## src/rtl/generating_frequencies.sv

```systemverilog
// generating_frequencies: stepped-frequency square-wave source.
// q cycles through four half-period lengths (DIV0..DIV3). Each length is held
// for REPEAT full periods and then the schedule advances, wrapping after stage 3.
// Every period is high first and low last. Stage changes therefore always land
// on a falling edge of q, which keeps the output free of runt pulses.
module generating_frequencies #(
    parameter int DIV0   = 1,
    parameter int DIV1   = 2,
    parameter int DIV2   = 4,
    parameter int DIV3   = 8,
    parameter int REPEAT = 4
) (
    input  logic clk,
    input  logic reset_n,  // active-high despite the name: 1 means reset
    output logic q
);

    localparam int MAX01  = (DIV0 > DIV1) ? DIV0 : DIV1;
    localparam int MAX23  = (DIV2 > DIV3) ? DIV2 : DIV3;
    localparam int MAXDIV = (MAX01 > MAX23) ? MAX01 : MAX23;
    localparam int HW     = (MAXDIV > 1) ? $clog2(MAXDIV) : 1;
    localparam int PW     = (REPEAT > 1) ? $clog2(REPEAT) : 1;

    localparam logic [PW-1:0] PCNT_LAST = PW'(REPEAT - 1);

    // Last hcnt value of a half-period in the given stage (DIV - 1).
    function automatic logic [HW-1:0] half_last(input logic [1:0] s);
        case (s)
            2'd0:    return HW'(DIV0 - 1);
            2'd1:    return HW'(DIV1 - 1);
            2'd2:    return HW'(DIV2 - 1);
            default: return HW'(DIV3 - 1);
        endcase
    endfunction

    logic [1:0]    stage;
    logic [HW-1:0] hcnt;
    logic [PW-1:0] pcnt;
    logic          toggle;

    // A half-period ends when hcnt reaches DIV-1 of the current stage.
    always_comb begin
        toggle = (hcnt == half_last(stage));
    end

    // Half-period counting, q toggling, and period/stage bookkeeping.
    always_ff @(posedge clk) begin
        if (reset_n) begin
            q     <= 1'b0;
            stage <= 2'd0;
            hcnt  <= '0;
            pcnt  <= '0;
        end else if (!toggle) begin
            hcnt <= hcnt + 1'b1;
        end else begin
            hcnt <= '0;
            q    <= ~q;
            // A falling toggle closes a full period.
            if (q) begin
                if (pcnt == PCNT_LAST) begin
                    pcnt  <= '0;
                    stage <= stage + 2'd1;
                end else begin
                    pcnt <= pcnt + 1'b1;
                end
            end
        end
    end

endmodule

```

## config.mk

```make
export PLATFORM = sky130hd
export DESIGN_NAME = generating_frequencies
export DESIGN_NICKNAME = d
export VERILOG_FILES = /design/src/rtl/generating_frequencies.sv
export SDC_FILE = /design/constraint.sdc
export NUM_CORES = 1
export LEC_CHECK = 0
export CAP_MARGIN = 5
export CORE_AREA = 2 2 39 41
export DETAILED_ROUTE_END_ITERATION = 16
export DIE_AREA = 0 0 41 43
export GPL_TIMING_DRIVEN = 0
export PLACE_DENSITY = 0.49
export REMOVE_ABC_BUFFERS = 1
export SLEW_MARGIN = 20
export SYNTH_ARGS = -nofsm -noshare
export SYNTH_HDL_FRONTEND = slang
export SYNTH_SLANG_ARGS = --single-unit
export TNS_END_PERCENT = 20
```

## constraint.sdc

```tcl
create_clock -name clk -period 1.6 [get_ports clk]
set_input_delay 0.32 -clock clk [delete_from_list [all_inputs] [get_ports clk]]
set_output_delay 0.32 -clock clk [all_outputs]
set_load 0.01 [all_outputs]
```

# Word level (Yosys, flattened, before mapping)
# Cells that the tools add are included.
# word_totals
out_inout_bits,1
register_bits,8
wordCells,18
# op_classes
n_eq_ne,4
n_addsub,3
n_reduce_logical,4
n_mux,2
n_bitwise,1
# op_table
cell,count
3-bit case mux with 3 select lines,1
"2-bit by 1-bit adder with 2-bit output, second input constant",2
"2-bit == test, second input constant",2
"3-bit by 1-bit adder with 3-bit output, second input constant",1
3-bit == test,1
3-bit AND reduction,1
"2-bit by 1-bit == test with 1-bit output, second input constant",1
2-bit zero test,1
2-bit two-way mux,1
2-bit AND reduction,1
2-bit OR reduction,1
1-bit inverter,1

# Logic depth before layout (Yosys ltp)
# Gate-level depths: netlist of the first run.
# depth
word_depth,4
ltp_mapped,6
ltp_nobuf,6

# Worst setup path before layout of the first run
# Ideal clock, no wire load.
# synth_path
kind,flip-flop to flip-flop
start,reg stage[0]
end,reg pcnt[0]
path_stages_with_launch,7
t_required_ns,1.530
period_less_slack_ns,1.656
t_arrival_ns,1.586
setup_slack_ns,-0.056
cell_sequence,dfxtp_1 inv_1 ha_1 xor2_1 o31a_1 or4_1 a21oi_1
# synth_via
elab_chain_len,4
elab_cells_between_ends,6
# synth_rtl
element,line,source
from (decl),36,logic [1:0] stage;
from (signal assigned),62,stage <= stage + 2'd1;
"2-bit == test, or another cell as far along",28,case (s)
3-bit case mux with 3 select lines (*),28,
3-bit == test (*),43,toggle = (hcnt == half_last(stage));
2-bit AND reduction (no line) (*),--,
to (signal assigned),64,pcnt <= pcnt + 1'b1;
to (decl),38,logic [PW-1:0] pcnt;
# Mark *: on every way between the ends. The rest lies on a longest branch, timed or not.
# A chain may end at the register's enable or synchronous reset.

# Worst setup path in the final report of the first run
# Same ends and word-level chain as after synthesis.

==> flow_metrics.py, run 1 <==
metrics = {
    "detailed_routing": {
        "drt-total-wl_um": 798,
        "vias_per_cell": 4.91,
        "drc": 0,
        "route.met2.wl_um": 362,
        "dr.first_iter.drc_count": 5,
        "wire_per_inst_um": 11.6,
        "wl_met1_um": 376,
        "wl_met3_um": 47,
        "firstDrtPassIters": 3,
        "vias": 339,
        "maxUsedRoutingLayer": "met4",
        "postRouteAntennaNets": 0,
    },
    "power": {
        "peakVddDrop_mv": 0.320,
        "powerDensity_mw_per_mm2": 694,
        "total_power_mw": 0.398,
        "leakagePower_nw": 0.214,
    },
    "cts": {
        "clk-insertion-delay-late_ns": 0.26,
        "cts-root-buf": "clkbuf_4",
        "cts_buffers": 3,
        "clkTransAtPathRegs_ns": 0.06,
        "ctsLongestPathBuffers": 2,
        "h-tree-depth": 1,
        "cts_sinks": 8,
        "cts_tree": "done",
    },
    "final_layout": {
        "fin_cells": 69,
        "drive_gt1_frac": 0.358,
        "antenna_cells": 0,
        "nets": 62,
        "areaGrowthSynthToFinish_pct": 37.1,
        "final_cell_mix": "dfxtp_1, buf_4, o21ai_0, a21oi_1, clkbuf_4",
        "layout_commonest_cell": "dfxtp_1",
    },
    "timing": {
        "fin_crit_ns": 1.61,
        "layout_setup_ws_ns": -0.0112,
        "final-max-slew-violation-count": 0,
        "setup_viol": 1,
        "clock_skew_ns": 0.00675,
        "worst_slew_pin_slew_ns": 0.362,
        "fin_tns_setup_ns": -0.0112,
        "hold_viol_final": 0,
        "relSlewSlack": 0.758,
        "fmax_ghz": 0.621,
        "fin_crit_sh": 1.01,
        "rsz0062_at_grt": "true",
    },
    "critical_path": {
        "crit_required_ns": 1.79,
        "start_kind": "register",
        "cp.arrival_ns": 1.80,
        "crit_fanout": 5,
        "worstSetupEndpointType": "register",
        "crit_type": "register to register",
    },
    "flow_run": {
        "max_cap_viol_count": 0,
    },
    "status": {
        "violations": "setup timing",
        "status": "complete, but fails checks",
    },
    "floorplan": {
        "start_util": 0.302,
        "dieWidth_um": 41,
        "die_h_um": 43,
        "io_pins": 3,
        "design.core.area_mm2": 0.00138,
        "dieArea_mm2": 0.00176,
        "num_rows": 14,
    },
    "synthesis": {
        "avgSynthCellArea_um2": 9.29,
        "synthesis.area_um2": 418,
        "ys_seq_area_frac": 0.383,
        "ys_types": 22,
        "syn_inst": 45,
        "synth_seq_cells": 8,
        "ys_warn_count": 0,
    },
    "global_routing": {
        "overflow": 0,
        "grt_pass1_vias": 318,
        "grt_max_degree": 11,
        "grt.total_usage": 0.116,
        "grt_antenna_before_repair": 0,
        "grt_pass1_wl_um": 1320,
    },
    "place": {
        "io_buffers": 2,
        "dp_hpwl_um": 516,
        "gp_congestion": 0.646,
        "place_inst": 62,
    },
    "worst_hold_path": {
        "hold_path.class": "register to register",
    },
}
-- flip-flops by register name (all words and copies together), names as in the netlist --
signal / cells
hcnt: 3
pcnt: 2
stage: 2
q: 1
-- Yosys cell counts --
library cell	instances	area [um^2]
dfxtp_1	8	160
o21ai_0	3	15.0
nor2_1	3	11.3
or3_1	1	6.26
ha_1	5	62.6
inv_1	2	7.51
nor3b_1	1	7.51
or4_1	1	7.51
mux2i_1	1	10.0
a21oi_1	3	15.0
nand3_1	2	10.0
o31ai_1	1	7.51
o31a_1	1	8.76
nand2b_1	2	12.5
and3_1	1	6.26
mux2_2	1	11.3
buf_1	1	3.75
xor2_1	2	17.5
nand2_1	1	3.75
xnor2_1	2	17.5
and2_1	1	6.26
nor3_1	2	10.0
-- power breakdown --
part | total (mW) | leakage (nW) | switching [mW] | internal [mW]
Clock | 0.156 | 0.0138 | 0.0697 | 0.0859
Combinational | 0.0333 | 0.134 | 0.0146 | 0.0187
Sequential | 0.209 | 0.0664 | 0.00466 | 0.204
-- metal layers --
metal | global-route usage | vias up
met5 | 0 | -
met4 | 0.0200 | 0
met3 | 0.0942 | 2
met2 | 0.156 | 5
met1 | 0.143 | 158
li1 | - | 174
-- cell families (layout without fill, tap and decap cells) --
logic type,after synthesis,after routing,share of synthesized area
and+or+nand+nor,15,15,0.195
AOI/OAI and AO/OA,8,8,0.111
DFF,8,8,0.383
adders and majority gates,5,5,0.150
xor gates and xnor gates,4,4,0.0838
buffers and inverters,3,11,0.0269
muxes,2,2,0.0509
-- critical path: stages, from the launching register on --
cell and delay (ns):
dfxtp_2 0.33, inv_2 0.05, ha_4 0.16, xor2_2 0.16
o31a_1 0.31, or4_1 0.41, a21oi_1 0.12
-- cell type report --
cell class | instances | area [um^2]
clock buffers | 3 | 22.5
fillers | 135 | 811
inverters | 2 | 7.51
multi-input cells | 34 | 308
flip-flops and latches | 8 | 165
well taps | 16 | 20.0
repair buffers | 6 | 50.0
-- final timing paths --
path	to	cells after the start	startpoint	slack [ns]
setup / recovery	pcnt[0]	6	stage[0]	-0.01
hold / removal	pcnt[1]	2	pcnt[1]	0.49
setup reg to reg	pcnt[0]	6	stage[0]	-0.01
hold reg to reg	pcnt[1]	2	pcnt[1]	0.49
-- through the flow --
step                area (um^2)   util  setup slack (ns)  hold slack (ns)
floorplan                   414      -           -0.0558            0.389
global route                573  0.414           -0.0738            0.519
global placement            454  0.328            -0.152            0.480
detailed placement          454  0.328            -0.160            0.481
finish                      573  0.414           -0.0112            0.486
CTS                         514  0.372           -0.0618            0.489
-- what timing repair did --
item	in CTS	in global routing
resized for setup	6	9
buffers inserted	2	2
hold buffers	0	0
setup endpoints to repair	3	4
pin swaps	5	4
gates cloned	0	0
hold endpoints to repair	0	0
Power figures use the tool's default switching activity.
==> inputs of run 2 (changes only) <==
Settings changed: SLEW_MARGIN 20 to unset.
==> results of run 2 <==
No change in the layout: final DEF, timing and power equal those of run 1.
==> inputs of run 3 (changes only) <==
Settings changed: MAX_ROUTING_LAYER set to met4.
==> run 3 against run 2 <==
Compared with the run above:
- the run still ends with setup timing left
- clock skew is essentially flat
- routed wire length shrank 0.13%
- die area is the same
- critical path type unchanged
- largest cell class unchanged
- non-clock buffer count is the same
- highest routed layer unchanged
- combinational power is essentially flat
- sequential share of layout area is the same
- global-route usage grew 0.29 points
- clock power is essentially flat
- power is essentially flat
- fmax is essentially flat
- via count grew 0.29%
==> flow_metrics.py, run 3 (synthesized netlist as in run 1, its figures left out) <==
metrics = {
    "floorplan": {
        "num_rows": 14,
        "die_h_um": 43,
        "dieArea_mm2": 0.00176,
        "dieWidth_um": 41,
        "design.core.area_mm2": 0.00138,
        "start_util": 0.302,
        "io_pins": 3,
    },
    "timing": {
        "setup_viol": 1,
        "fin_tns_setup_ns": -0.0120,
        "fin_crit_ns": 1.61,
        "rsz0062_at_grt": "true",
        "final-max-slew-violation-count": 0,
        "fin_crit_sh": 1.01,
        "fmax_ghz": 0.620,
        "hold_viol_final": 0,
        "relSlewSlack": 0.758,
        "layout_setup_ws_ns": -0.0120,
        "worst_slew_pin_slew_ns": 0.362,
        "clock_skew_ns": 0.00678,
    },
    "place": {
        "dp_hpwl_um": 516,
        "placed_area_um2": 454,
        "gp_congestion": 0.652,
        "io_buffers": 2,
    },
    "detailed_routing": {
        "firstDrtPassIters": 3,
        "postRouteAntennaNets": 0,
        "drc": 0,
        "vias": 340,
        "vias_per_cell": 4.93,
        "wire_per_inst_um": 11.6,
        "dr.first_iter.drc_count": 5,
        "drt-total-wl_um": 797,
    },
    "final_layout": {
        "final_cell_mix": "dfxtp_1, buf_4, o21ai_0, a21oi_1, clkbuf_4",
        "areaGrowthSynthToFinish_pct": 37.1,
        "final_cell_area_um2": 573,
        "multi_input_area_um2": 308,
        "antenna_cells": 0,
        "nFillCells": 135,
        "reg_top3": "hcnt: 3 flops, pcnt: 2 flops, stage: 2 flops",
        "drive_gt1_frac": 0.358,
        "regMostFlops": "hcnt",
        "largest_reg_flops": 3,
        "layout_commonest_cell": "dfxtp_1",
        "seq_area_um2": 165,
        "nets": 62,
    },
    "global_routing": {
        "grt_pass1_vias": 317,
        "grt_pass1_wl_um": 1320,
        "grt_max_degree": 11,
        "overflow": 0,
        "grt.total_usage": 0.119,
        "grt_antenna_before_repair": 0,
    },
    "cts": {
        "cts_tree": "done",
        "cts-root-buf": "clkbuf_4",
        "cts_buffers": 3,
        "ctsLongestPathBuffers": 2,
        "clk-insertion-delay-late_ns": 0.26,
        "hold_buffers": 0,
        "cts_sinks": 8,
        "h-tree-depth": 1,
        "clkTransAtPathRegs_ns": 0.06,
    },
    "worst_hold_path": {
        "hp-start": "pcnt[1]",
        "hold_path.class": "register to register",
        "min_to": "pcnt[1]",
        "hold_depth": 2,
    },
    "flow_run": {
        "max_cap_viol_count": 0,
    },
    "critical_path": {
        "cp.arrival_ns": 1.80,
        "worstSetupEndpointType": "register",
        "rr_endpoint": "pcnt[0]",
        "crit_type": "register to register",
        "crit_fanout": 5,
        "start_kind": "register",
        "rrSetupSlack_ns": -0.01,
        "r2r-start": "stage[0]",
        "crit_required_ns": 1.79,
        "r2r_cells": 6,
        "startpoint": "stage[0]",
    },
    "power": {
        "powerDensity_mw_per_mm2": 695,
        "leakagePower_nw": 0.214,
        "peakVddDrop_mv": 0.320,
    },
    "status": {
        "status": "complete, but fails checks",
        "violations": "setup timing",
    },
}
-- run 3: cell counts in the layout (fill, tap and decap cells not counted) --
Identical to the previous run, type by type.
-- run 3: how the worst max path moves through the flow --
stage | slack (ns) | end | cells after the start
2_1_floorplan | -0.06 | pcnt[0] | 6
3_3_place_gp | -0.15 | pcnt[0] | 6
3_5_place_dp | -0.16 | pcnt[0] | 6
4_1_cts | -0.06 | pcnt[0] | 6
5_1_grt | -0.07 | pcnt[0] | 6
6_report | -0.01 | pcnt[0] | 6
-- run 3: area by class of cell --
cell class | instances | area share
Multi-Input combinational cell | 34 | 0.537
Sequential cell | 8 | 0.288
Timing Repair Buffer | 6 | 0.0873
Clock buffer | 3 | 0.0393
Tap cell | 16 | 0.0349
Inverter | 2 | 0.0131
-- run 3: timing repair --
action,4_1_cts,5_1_grt
setup endpoints to repair,3,4
pin swaps,5,4
setup buffers,2,2
gates resized for setup,6,9
cloned,0,0
-- run 3: critical path: stages (launching register included) --
cell,delay [ns]
dfxtp_2,0.33
inv_2,0.05
ha_4,0.16
xor2_2,0.16
o31a_1,0.31
or4_1,0.41
a21oi_1,0.12
-- run 3: per-layer routing --
layer / routed length (um) / track usage / vias up
li1: - / - / 174
met1: 380 / 0.143 / 159
met2: 363 / 0.156 / 5
met3: 42 / 0.0942 / 2
met4: 12 / 0.0200 / 0
met5: 0 / - / -
-- run 3: per-stage QoR --
stage	hold WS, ns	instances	utilization	power [mW]	worst slack, ns
5_1_grt	0.519	69	0.414	0.419	-0.0738
3_5_place_dp	0.481	62	0.328	0.245	-0.160
6_report	0.486	69	0.414	0.398	-0.0120
4_1_cts	0.489	67	0.372	0.406	-0.0618
2_1_floorplan	0.389	44	-	0.231	-0.0558
3_3_place_gp	0.480	62	0.328	0.244	-0.152
-- run 3: power breakdown --
part / switching [mW] / internal, mW
clock: 0.0700 / 0.0859
sequential: 0.00466 / 0.204
combinational: 0.0146 / 0.0187
total: 0.0893 / 0.309
